**src/rtl/ssd_scan_driver.sv**
```systemverilog
// ---------------------------------------------------------------------------
// ssd_scan_driver
//   Time-multiplexes a 20-bit symbol word (four 5-bit codes) onto a 4-digit
//   common-anode seven-segment display. A prescaler sets the digit slot
//   length, a 2-bit scan counter walks the digits, and a shadow register
//   captures the input word once per frame so a frame never mixes two words.
//   A frame counter drives a shared blink phase that individual digits can
//   opt into.
//
// Ports
//   clk    in   system clock
//   rst    in   asynchronous active-high reset
//   en     in   display enable (0 = all anodes off; scanning continues)
//   ssd    in   [19:15]=digit3 ... [4:0]=digit0 symbol codes
//   blink  in   per-digit blink request, bit i = digit i (sampled live)
//   an     out  anode selects, active-low, registered
//   seg    out  cathodes {g,f,e,d,c,b,a}, active-low, registered
//   dp     out  decimal point, active-low, tied off (1)
//   frame  out  one-cycle pulse in the cycle after the shadow register loads
// ---------------------------------------------------------------------------
module ssd_scan_driver #(
  parameter int REFRESH_DIV  = 50000,
  parameter int BLINK_FRAMES = 64
) (
  input  logic        clk,
  input  logic        rst,
  input  logic        en,
  input  logic [19:0] ssd,
  input  logic [3:0]  blink,
  output logic [3:0]  an,
  output logic [6:0]  seg,
  output logic        dp,
  output logic        frame
);

  localparam int PW = $clog2(REFRESH_DIV);
  localparam int FW = (BLINK_FRAMES > 1) ? $clog2(BLINK_FRAMES) : 1;

  localparam logic [19:0] BLANK_WORD = {4{5'b10000}};

  logic [PW-1:0] r_presc;
  logic [1:0]    r_digit;
  logic [19:0]   r_shadow;
  logic [FW-1:0] r_frame_cnt;
  logic          r_blink_phase;
  logic [3:0]    r_an;
  logic [6:0]    r_seg;
  logic          r_frame;

  logic          w_tick;
  logic [4:0]    w_sym_arr [4];
  logic [4:0]    w_sym;
  logic [6:0]    w_seg_dec;

  assign w_tick = (r_presc == PW'(REFRESH_DIV - 1));

  // Split the shadow word into per-digit symbol lanes.
  genvar gi;
  generate
    for (gi = 0; gi < 4; gi++) begin : g_lane
      assign w_sym_arr[gi] = r_shadow[gi*5 +: 5];
    end
  endgenerate

  assign w_sym = w_sym_arr[r_digit];

  // Symbol code to active-low segment pattern {g,f,e,d,c,b,a}.
  always_comb begin
    w_seg_dec = 7'h7F;
    case (w_sym)
      5'd0:  w_seg_dec = 7'h40;
      5'd1:  w_seg_dec = 7'h79;
      5'd2:  w_seg_dec = 7'h24;
      5'd3:  w_seg_dec = 7'h30;
      5'd4:  w_seg_dec = 7'h19;
      5'd5:  w_seg_dec = 7'h12;
      5'd6:  w_seg_dec = 7'h02;
      5'd7:  w_seg_dec = 7'h78;
      5'd8:  w_seg_dec = 7'h00;
      5'd9:  w_seg_dec = 7'h10;
      5'd10: w_seg_dec = 7'h08;  // A
      5'd11: w_seg_dec = 7'h03;  // b
      5'd12: w_seg_dec = 7'h46;  // C
      5'd13: w_seg_dec = 7'h21;  // d
      5'd14: w_seg_dec = 7'h06;  // E
      5'd15: w_seg_dec = 7'h0E;  // F
      5'd16: w_seg_dec = 7'h7F;  // blank
      5'd17: w_seg_dec = 7'h47;  // L
      5'd19: w_seg_dec = 7'h0C;  // P
      5'd20: w_seg_dec = 7'h2B;  // n
      default: w_seg_dec = 7'h7F;
    endcase
  end

  always_ff @(posedge clk or posedge rst) begin
    if (rst) begin
      r_presc       <= '0;
      r_digit       <= 2'd0;
      r_shadow      <= BLANK_WORD;
      r_frame_cnt   <= '0;
      r_blink_phase <= 1'b0;
      r_an          <= 4'hF;
      r_seg         <= 7'h7F;
      r_frame       <= 1'b0;
    end else begin
      r_frame <= 1'b0;

      if (w_tick) begin
        r_presc <= '0;
        r_digit <= r_digit + 2'd1;
        // Wrap 3->0 is the frame boundary: the only point where the input
        // word is captured, so a frame is always drawn from a single word.
        if (r_digit == 2'd3) begin
          r_shadow <= ssd;
          r_frame  <= 1'b1;
          if (r_frame_cnt == FW'(BLINK_FRAMES - 1)) begin
            r_frame_cnt   <= '0;
            r_blink_phase <= ~r_blink_phase;
          end else begin
            r_frame_cnt <= r_frame_cnt + FW'(1);
          end
        end
      end else begin
        r_presc <= r_presc + PW'(1);
      end

      // Outputs follow the current scan position one clock later. A blinked
      // digit keeps its anode driven and only blanks the cathodes.
      r_an  <= en ? ~(4'b0001 << r_digit) : 4'hF;
      r_seg <= (blink[r_digit] && r_blink_phase) ? 7'h7F : w_seg_dec;
    end
  end

  assign an    = r_an;
  assign seg   = r_seg;
  assign dp    = 1'b1;
  assign frame = r_frame;

endmodule

```
**config.mk**
```make
export PLATFORM = sky130hd
export DESIGN_NAME = ssd_scan_driver
export DESIGN_NICKNAME = d
export VERILOG_FILES = /design/src/rtl/ssd_scan_driver.sv
export SDC_FILE = /design/constraint.sdc
export NUM_CORES = 1
export LEC_CHECK = 0
export CORE_MARGIN = 3
export CORE_UTILIZATION = 55
export DETAILED_ROUTE_END_ITERATION = 16
export HOLD_SLACK_MARGIN = 0.02
export MAX_ROUTING_LAYER = met4
export PLACE_DENSITY = 0.8
export SKIP_LAST_GASP = 1
export SYNTH_ARGS = -nofsm -noshare
export SYNTH_HDL_FRONTEND = slang
export SYNTH_SLANG_ARGS = --single-unit
```
**constraint.sdc**
```tcl
create_clock -name clk -period 2.65 [get_ports clk]
set_clock_uncertainty 0.1 [all_clocks]
set_input_delay 0.53 -clock clk [delete_from_list [all_inputs] [get_ports clk]]
set_output_delay 0.53 -clock clk [all_outputs]
set_load 0.005 [all_outputs]
```
==> results.md, run 1 <==
- Top cells by instance count after synthesis: dfrtp_1, mux2_4, dfstp_2
- # diodes: 0
- Mapped Area: 2970 um2
- Die X: 79.5 um
- Initial Util: 57.4%
- # resized after CTS: 0
- Vias in the first global route: 1997
- Layout fillers: 356
- Routed wire length: 5.72 mm
- Mapped Cells: 244
- Ratio of cells with drive above 1 in the final layout: 23.8%
- DR vias/cell: 5.51
- Sink Count: 57
- Most numerous cell in the Yosys netlist: dfrtp_1
- Hold Path Sink: r_presc[0]
- Leak: 1.64 nW
- Die outline area: 6310 um2
- TritonCTS clock tree: built
- Fin nets: 325
- Met2 routed WL: 2.77 mm
- DR WL met3: 190 um
- Setup bufs post-CTS: 0
- Arr. time, crit path: 2.51 ns
- RR Startpoint: r_digit[0]
- Synth cell types: 48
- I/O pins: 40
- Capturing point of the worst reg2reg path: seg[4]
- Hold WS: 0.364 ns
- VDD IR-drop max: 0.397 mV
- Nature of the critical path startpoint: register
- Worst setup margin: 0.282 ns
- Via count: 1984
- Switch Pwr: 0.411 mW
- Post-DRT Antenna Nets: 0
- DR iter-0 viols: 79
- Synth Flop Type: dfrtp_1
- Min-Delay Path Class: reg2reg
- Clock power share: 43.4%
- CTS buffer count: 9
- Xor/xnor share of the synthesized area: 4.72%
- Flop pwr share: 47.7%
- Cells on worst reg2reg path: 6
- First-pass GRT wire length: 9.65 mm
- Largest net degree at the start of global routing: 37
- Area share of fa/ha/maj cells after synthesis: 5.48%
- Number of synthesized flops with an enable pin: 0
- Combinational share of power: 8.9%
- Post-place instance area: 3410 um2
- Clock transition at the registers of the reported paths: 0.06 ns
- GRT Total Usage: 20.7%
- Crit. End Element: register
- Hold_buf cts: 0
- Power Dens Cells: 534 nW/um2
- GRT overflow: 0
- Setup Viol. Count Final: 0
- Startpoint of the worst hold path: r_presc[0]
- Synth top area cells: dfrtp_1, dfstp_2, mux2_4
- Critical Path RT: 2.79 ns
- Pre-CTS WS: 0.297 ns
- Outcome: completed
- Crit-path max FO: 7
- Final period utilization: 89.4%
- Ys async rst share: 100%
- Routed WL per cell: 15.9 um
- Reg-to-reg slack, setup: 0.28 ns
- First-pass detailed-route iteration total: 4
- Syn avg cell area: 12.2 um2
- Initial antenna violation count: 0
- Area fraction of the dominant cell type after synthesis: 35.4%
- Hold Path Stages: 1
- Max-cap violations: 0
- HPWL Detailed: 3.97 mm
- Power Internal: 1.52 mW
- Post-synth top area cell: dfrtp_1
- Syn Nets: 284
- Seq cells post-synth: 57
- Final Util: 70.0%
- Net Sw Frac: 21.3%
- Synth warn: 0
- Htree depth: 3
- Fmax: 422 MHz
- CORE AREA: 5170 um2
- Met1 Wirelength: 2.63 mm
- Multiplexer share of the synthesized area: 17.0%
- Hold Violations, Final: 0
- Setup TNS: 0 ns
- Area Growth Syn to Fin: 21.9%
- FP Rows: 26
- Synth Area in Simple Gates: 13.5%
- Largest family of logic cells by synthesized area: multiplexers
- Clock Path Buffers: 2
- Slew Viols, Final: 0
- Die Height: 79.5 um
- Worst-Skew Late Latency: 0.33 ns
- IO buf count: 38
- # DRC: 0
- Uppermost routed layer: met4
- Synth Area in Compound Gates: 6.75%
- Tmin final: 2.37 ns
- Root Driver: clkbuf_8
- RSZ-0062 raised after global routing: no
- Crit Path Class: reg2reg
- Gpl congestion: 0.884
- Final instance area: 3620 um2
- Post-synthesis sequential area ratio: 48.7%
layer usage:
| layer | global-route usage [%] | vias to the layer above |
|---|---|---|
| met1 | 26.1 | 980 |
| met5 | - | - |
| met4 | 9.97 | 0 |
| met2 | 32.1 | 43 |
| li1 | - | 947 |
| met3 | 4.40 | 14 |
state kept, by name, indices dropped and copies added, names as in the netlist:
register / count
r_presc: 16
seg: 7
r_digit: 2
r_blink_phase: 1
r_frame_cnt: 6
an: 4
frame: 1
r_shadow: 20
power by group through the flow:
stage / sequential (mW) / combinational (mW) / clock [mW]
after CTS: 0.920 / 0.174 / 0.856
after global routing: 0.923 / 0.189 / 0.896
final: 0.920 / 0.172 / 0.839
after detailed placement: 0.935 / 0.174 / 0
after global placement: 0.934 / 0.169 / 0
after floorplan: 0.932 / 0.0900 / 0
how the worst max path moves through the flow:
stage / startpoint / endpoint / cells after the start
detailed placement: r_digit[0] / seg[4] / 6
global placement: r_digit[0] / seg[4] / 6
floorplan: r_presc[11] / r_shadow[10] / 5
CTS: r_digit[0] / seg[4] / 6
finish: r_digit[0] / seg[4] / 6
global route: r_digit[0] / seg[4] / 6
final cells by class:
cell class / count / area (um2) / share of cell area [%]
clock buffers: 14 / 173 / 4.77
clock inverters: 2 / 35.0 / 0.968
inverters: 11 / 41.3 / 1.14
multi-input cells: 164 / 1410 / 39.1
flip-flops and latches: 57 / 1450 / 39.9
well taps: 70 / 87.6 / 2.42
repair buffers: 42 / 423 / 11.7
worst max-delay path: stages (launching register included):
cell     delay (ns)
dfrtp_1        0.49
mux4_2         0.65
inv_1          0.15
ha_1           0.29
mux2i_1        0.12
o221a_2        0.27
o21ai_0        0.21
cells by family after synthesis:
family | Yosys count
simple gates | 71
mux | 33
flops | 57
compound gates | 30
other cells | 1
xor+xnor | 16
fa+ha+maj | 13
buf+inv | 23
layout by cell type (no fill, tap or decap), types with 4 or more instances in the layout:
| cell type | Yosys | final |
|---|---|---|
| dfstp_2 | 15 | 15 |
| nor2_1 | 11 | 11 |
| inv_1 | 11 | 10 |
| clkbuf_8 | 0 | 12 |
| nand2_1 | 14 | 14 |
| nand3_1 | 10 | 10 |
| dfrtp_1 | 42 | 42 |
| nor3_1 | 7 | 7 |
| mux2_4 | 19 | 19 |
| ha_1 | 13 | 13 |
| and3_1 | 5 | 5 |
| xor2_1 | 9 | 9 |
| o21ai_0 | 8 | 8 |
| mux2i_1 | 4 | 4 |
| mux4_2 | 6 | 6 |
| nand4_1 | 5 | 5 |
| clkdlybuf4s50_1 | 0 | 38 |
| a21oi_1 | 6 | 6 |
| xnor2_1 | 7 | 7 |
| mux2_2 | 4 | 4 |
metrics by stage:
stage               std cells  total power [mW]
finish                    360              1.93
global route              360              2.01
CTS                       360              1.95
detailed placement        344              1.11
global placement          344              1.10
floorplan                 244              1.02
No activity file was read; power rests on OpenSTA's default activity.
==> run 2: changes to the inputs <==
--- a/config.mk
+++ b/config.mk
@@ -7,11 +7,13 @@
 export LEC_CHECK = 0
 export CORE_MARGIN = 3
 export CORE_UTILIZATION = 55
+export CTS_CLUSTER_DIAMETER = 100
 export DETAILED_ROUTE_END_ITERATION = 16
 export HOLD_SLACK_MARGIN = 0.02
 export MAX_ROUTING_LAYER = met4
-export PLACE_DENSITY = 0.8
+export PLACE_DENSITY = 0.92
 export SKIP_LAST_GASP = 1
+export SLEW_MARGIN = 25
 export SYNTH_ARGS = -nofsm -noshare
 export SYNTH_HDL_FRONTEND = slang
 export SYNTH_SLANG_ARGS = --single-unit
==> run 2 against run 1 <==
  * Final cell count did not move
  * Sequential power barely moved
  * First-iteration DRC count rose by 120%
  * Wire length barely moved
  * Non-clock buffer count did not move
  * Largest power group unchanged
  * Highest routed layer unchanged
==> results.md, run 2 (synthesis results as in run 1) <==
- Flop pwr share: 51.7% (+4.0 points)
- DR vias/cell: 5.43 (-1.5%)
- Min-Delay Path Class: reg2reg
- Met1 Use GR: 26.4% (+0.29 points)
- Hold WS: 0.361 ns (-0.00291 ns)
- Fin nets: 325 (unchanged)
- GRT overflow: 0 (unchanged)
- Vias in the first global route: 2026 (+1.5%)
- Gpl congestion: 0.868 (-1.8%)
- Final Util: 69.1% (-0.90 points)
- Combinational share of power: 9.7% (+0.8 points)
- IO buf count: 38 (unchanged)
- Capturing point of the worst reg2reg path: seg[4]
- First-pass GRT wire length: 9.76 mm (+1.1%)
- Hold_buf cts: 0 (unchanged)
- Setup bufs post-CTS: 0 (unchanged)
- Die X: 79.5 um (unchanged)
- Max reg flops: 20 (unchanged)
- Root Driver: clkbuf_8
- Setup TNS: 0 ns (unchanged)
- Via count: 1954 (-1.5%)
- Clock transition at the registers of the reported paths: 0.07 ns (about the same)
- Cells on worst reg2reg path: 6 (unchanged)
- RSZ-0062 raised after global routing: no
- Most common cell after layout, fill and taps aside: dfrtp_1
- DR iter-0 viols: 173 (+120%)
- Slew Viols, Final: 0 (unchanged)
- Net Sw Frac: 22.6% (+1.4 points)
- I/O pins: 40 (unchanged)
- Power Internal: 1.38 mW (-9.5%)
- Largest net degree at the start of global routing: 58 (+57%)
- Max-cap violations: 0 (unchanged)
- Crit. End Element: register
- Setup Viol. Count Final: 0 (unchanged)
- Met3 track demand over resource: 6.43% (+2.0 points)
- Most frequent cells in the layout: dfrtp_1, clkdlybuf4s50_1, mux2_4
- Area Growth Syn to Fin: 20.4%
- Leak: 1.61 nW (-1.5%)
- HPWL Detailed: 4.05 mm (+2.0%)
- Die Height: 79.5 um (unchanged)
- Reg-to-reg slack, setup: 0.34 ns (+0.06 ns)
- Final period utilization: 87.3% (-2.1 points)
- Critical Path RT: 2.81 ns (+0.02 ns)
- Hold Violations, Final: 0 (unchanged)
- Tmin final: 2.31 ns (-0.0555 ns)
- Met2 track demand over resource: 32.6% (+0.58 points)
- Crit-path max FO: 7 (unchanged)
- Crit Path Class: reg2reg
- GRT Total Usage: 21.1% (+0.38 points)
- Largest Register: r_shadow
- Power Dens Cells: 498 nW/um2 (-6.8%)
- Die outline area: 6310 um2 (unchanged)
- Ratio of cells with drive above 1 in the final layout: 22.8% (-1.0 points)
- Clock Path Buffers: 2 (unchanged)
- Worst-Skew Late Latency: 0.34 ns (about the same)
- Layout fillers: 358 (+0.56%)
- VDD IR-drop max: 0.362 mV (-8.9%)
- # diodes: 0 (unchanged)
- Nature of the critical path startpoint: register
- FP Rows: 26 (unchanged)
- Startpoint of the worst hold path: r_presc[0]
- Initial Util: 57.4% (unchanged)
- Arr. time, crit path: 2.48 ns (-0.03 ns)
- Peak-usage layer in the global routing report: met2
- Hold Path Stages: 1 (unchanged)
- Total power: 1.78 mW (-7.9%)
- TritonCTS clock tree: built
- Routed WL per cell: 15.9 um (about the same)
- CTS buffer count: 9 (unchanged)
- Initial antenna violation count: 0 (unchanged)
- # resized after CTS: 0 (unchanged)
- Post-DRT Antenna Nets: 0 (unchanged)
- Routed wire length: 5.71 mm (about the same)
- First-pass detailed-route iteration total: 5 (+1)
- Clock power share: 38.6% (-4.8 points)
- Switch Pwr: 0.402 mW (-2.1%)
- Hold Path Sink: r_presc[0]
- # DRC: 0 (unchanged)
- CORE AREA: 5170 um2 (unchanged)
- Fmax: 432 MHz (+2.4%)
- Sink Count: 57 (unchanged)
- Outcome: completed
- RR Startpoint: r_digit[0]
- Htree depth: 3 (unchanged)
run 2: cell count changes in the layout (fill, tap and decap cells not counted):
cell / delta
clkbuf_8: -2
clkbuf_1: +3
bufinv_16: -1
run 2: cell type report:
class | instances | area, um2 | share of cell area [%]
clock inverter | 1 | 5.00 | 0.140
inverter | 11 | 41.3 | 1.16
clock buffer | 15 | 156 | 4.38
sequential | 57 | 1450 | 40.5
multi-input combinational | 164 | 1410 | 39.6
timing repair buffer | 42 | 423 | 11.8
tap | 70 | 87.6 | 2.45
run 2: power groups by stage:
stage                     logic, mW  registers (mW)  clock network [mW]
after floorplan              0.0900           0.932                   0
after global placement        0.168           0.933                   0
after detailed placement      0.173           0.934                   0
after CTS                     0.174           0.919               0.698
after global routing          0.189           0.922               0.755
final                         0.173           0.919               0.686
run 2: critical path: stages (launching register included):
cell and delay [ns]:
dfrtp_1 0.48, mux4_2 0.65, inv_1 0.17, ha_1 0.27
mux2i_1 0.11, o221a_2 0.28, o21ai_0 0.17
run 2: worst max path at each step:
stage                           start           end  depth (start not counted)
after floorplan           r_presc[11]  r_shadow[10]                          5
after global placement     r_digit[0]        seg[4]                          6
after detailed placement   r_digit[0]        seg[4]                          6
after CTS                  r_digit[0]        seg[5]                          5
after global routing       r_digit[0]        seg[4]                          6
final                      r_digit[0]        seg[4]                          6
run 2: stage by stage:
step	setup slack (ns)	cell area, um2	std cells
after global placement	0.425	3410	344
after global routing	0.193	3570	360
after CTS	0.328	3570	360
final	0.337	3570	360
after floorplan	0.426	2970	244
after detailed placement	0.374	3410	344
run 2: metal layers:
metal  vias up  part of all wire [%]
li1        947                     -
met5         -                     0
met3         9                   4.0
met1       952                    45
met4         0                   1.6
met2        46                    49
==> run 3: changes to the inputs <==
--- a/config.mk
+++ b/config.mk
@@ -5,13 +5,15 @@
 export SDC_FILE = /design/constraint.sdc
 export NUM_CORES = 1
 export LEC_CHECK = 0
+export CELL_PAD_IN_SITES_DETAIL_PLACEMENT = 1
+export CELL_PAD_IN_SITES_GLOBAL_PLACEMENT = 2
 export CORE_MARGIN = 3
-export CORE_UTILIZATION = 55
+export CORE_UTILIZATION = 37
 export CTS_CLUSTER_DIAMETER = 100
 export DETAILED_ROUTE_END_ITERATION = 16
 export HOLD_SLACK_MARGIN = 0.02
 export MAX_ROUTING_LAYER = met4
-export PLACE_DENSITY = 0.92
+export PLACE_DENSITY = 0.91
 export SKIP_LAST_GASP = 1
 export SLEW_MARGIN = 25
 export SYNTH_ARGS = -nofsm -noshare
==> constraint.sdc (replaced) <==
create_clock -name clk -period 2.65 [get_ports clk]
set_clock_uncertainty 0.1 [all_clocks]
set_input_delay 0.265 -clock clk [delete_from_list [all_inputs] [get_ports clk]]
set_output_delay 0.265 -clock clk [all_outputs]
set_load 0.005 [all_outputs]
==> run 3 against run 2 <==
  * Clock power is 6.6% higher
  * Fmax is 4.5% lower
  * Sequential power hardly changed
  * Setup slack worse by 0.11 ns
  * Global-route usage is 5.0 points lower
  * Worst hold slack worse by 0.022 ns
  * Combinational power hardly changed
  * Die area is 45% higher
  * Count of clock-buffer cells in the layout is 1 lower
  * Highest routed layer unchanged
==> results.md, run 3 (synthesis results as in run 1) <==
- Area Growth Syn to Fin: 21.8%
- Critical Path, Cell by Cell: mux4_2 > inv_1 > ha_1 > mux2i_1 > o221a_2 > o21ai_0
- Most frequent cells in the layout: dfrtp_1, clkdlybuf4s50_1, mux2_4
- Htree depth: 3 (unchanged)
- Slew @ Worst Pin: 0.723 ns
- Clock Path Buffers: 2 (unchanged)
- Fmax: 413 MHz (-4.5%)
- # diodes: 0 (unchanged)
- Setup Viol. Count Final: 0 (unchanged)
- Critical Path RT: 2.81 ns (about the same)
- Setup TNS: 0 ns (unchanged)
- Min-Delay Path Class: in2async
- Routed WL per cell: 16.3 um (+2.7%)
- Nature of the critical path startpoint: register
- Sequential cell area: 1450 um2 (unchanged)
- Fin nets: 325 (unchanged)
- Max-cap violations: 0 (unchanged)
- # resized after CTS: 0 (unchanged)
- Combinational share of power: 9.4% (-0.3 points)
- Final Util: 46.5% (-23 points)
- Crit-path leading delay family: multiplexers
- Root Driver: clkbuf_8
- First-pass detailed-route iteration total: 4 (-1)
- Post-place instance area: 3440 um2 (+0.81%)
- Crit path buf inv count: 1 (unchanged)
- Total power: 1.82 mW (+2.5%)
- GRT Total Usage: 16.2% (-5.0 points)
- Die X: 95.6 um (+20%)
- VDD IR-drop max: 0.234 mV (-35%)
- # DRC: 0 (unchanged)
- Hold Violations, Final: 0 (unchanged)
- Worst-Skew Late Latency: 0.34 ns (about the same)
- Post-DRT Antenna Nets: 0 (unchanged)
- Final period utilization: 91.4% (+4.1 points)
- DR vias/cell: 5.10 (-6.1%)
- Largest net degree at the start of global routing: 58 (unchanged)
- Layout fillers: 845 (+140%)
- IO buf count: 38 (unchanged)
- Crit Path Class: reg2reg
- First-pass GRT wire length: 10.8 mm (+10%)
- Power Dens Cells: 505 nW/um2 (+1.4%)
- Max reg flops: 20 (unchanged)
- Ratio of cells with drive above 1 in the final layout: 23.4% (+0.69 points)
- DR iter-0 viols: 88 (-49%)
- Final instance area: 3610 um2 (+1.2%)
- Clock transition at the registers of the reported paths: 0.06 ns (about the same)
- Crit. End Element: register
- GRT overflow: 0 (unchanged)
- Gpl congestion: 0.762 (-12%)
- Initial Util: 38.2% (-19 points)
- RSZ-0062 raised after global routing: no
- Via count: 1998 (+2.3%)
- Setup bufs post-CTS: 0 (unchanged)
- Die outline area: 9130 um2 (+45%)
- Worst slew margin: 51.8%
- Tmin final: 2.42 ns (+0.109 ns)
- Leak: 1.61 nW (about the same)
- Flop pwr share: 50.5% (-1.2 points)
- Initial antenna violation count: 0 (unchanged)
- Clock power share: 40.1% (+1.5 points)
- CP max stage cell: mux4_2
- FP Rows: 32 (+23%)
- Most common cell after layout, fill and taps aside: dfrtp_1
- Switch Pwr: 0.425 mW (+5.7%)
- Vias in the first global route: 2070 (+2.2%)
- Sink Count: 57 (unchanged)
- Routed wire length: 6.39 mm (+12%)
- Crit-path max FO: 7 (unchanged)
- HPWL Detailed: 4.57 mm (+13%)
- Power Internal: 1.40 mW (+1.6%)
- Largest Register: r_shadow
- TritonCTS clock tree: built
- Hold_buf cts: 0 (unchanged)
- Net Sw Frac: 23.3% (+0.71 points)
- CORE AREA: 7770 um2 (+50%)
- Outcome: completed
- I/O pins: 40 (unchanged)
- Highest cell delay on the worst timing path: 0.65 ns (about the same)
- Arr. time, crit path: 2.58 ns (+0.10 ns)
- Multi-input logic area: 1410 um2 (unchanged)
- Die Height: 95.6 um (+20%)
- Slew Viols, Final: 0 (unchanged)
- CTS buffer count: 9 (unchanged)
-- run 3: cell types whose count changed in the layout (fill, tap and decap cells not counted), sizes merged --
cell / before / now
clkinvlp: 0 / 1
clkbuf: 15 / 14
-- run 3: worst reg2reg max path, delay by kind of cell, from the launching register on --
| family | cells | cell delay [ns] |
|---|---|---|
| multiplexers | 2 | 0.77 |
| flip-flops | 1 | 0.55 |
| AO/OA/AOI/OAI | 2 | 0.48 |
| adder cells (fa/ha/maj) | 1 | 0.29 |
| buffers and inverters | 1 | 0.15 |
-- run 3: power groups by stage --
| stage | clock (mW) | sequential, mW | combinational [mW] |
|---|---|---|---|
| global route | 0.801 | 0.922 | 0.190 |
| floorplan | 0 | 0.932 | 0.0900 |
| finish | 0.731 | 0.920 | 0.172 |
| global placement | 0 | 0.933 | 0.171 |
| CTS | 0.757 | 0.920 | 0.176 |
| detailed placement | 0 | 0.935 | 0.175 |
-- run 3: worst paths after layout --
| path | start | cells after the start | to | slack, ns |
|---|---|---|---|---|
| min reg2reg | r_presc[0] | 1 | r_presc[0] | 0.36 |
| min in group clk | r_presc[0] | 1 | r_presc[0] | 0.36 |
| min | rst | 3 | r_frame_cnt[4] | 0.34 |
| max reg2reg | r_digit[0] | 6 | seg[4] | 0.23 |
| max | r_digit[0] | 6 | seg[4] | 0.23 |
| max in group asynchronous | rst | 3 | r_shadow[1] | 1.63 |
-- run 3: final cells by class --
type | instances | area share (%)
well taps | 102 | 3.53
clock buffers | 14 | 4.50
clock inverters | 2 | 0.346
repair buffers | 42 | 11.4
multi-input cells | 164 | 39.1
inverters | 11 | 1.14
flip-flops and latches | 57 | 40.0
-- run 3: through the flow --
step / instances / setup slack, ns / hold slack, ns
final: 392 / 0.229 / 0.340
after global routing: 392 / 0.00859 / 0.402
after CTS: 392 / 0.187 / 0.363
after detailed placement: 376 / 0.200 / 0.350
after global placement: 376 / 0.240 / 0.338
after floorplan: 244 / 0.426 / 0.208
-- run 3: routing by layer --
metal,global-route usage (%),part of all wire (%)
met1,21.0,46
met4,6.40,1.7
met3,4.26,3.4
met5,-,0
met2,24.1,49
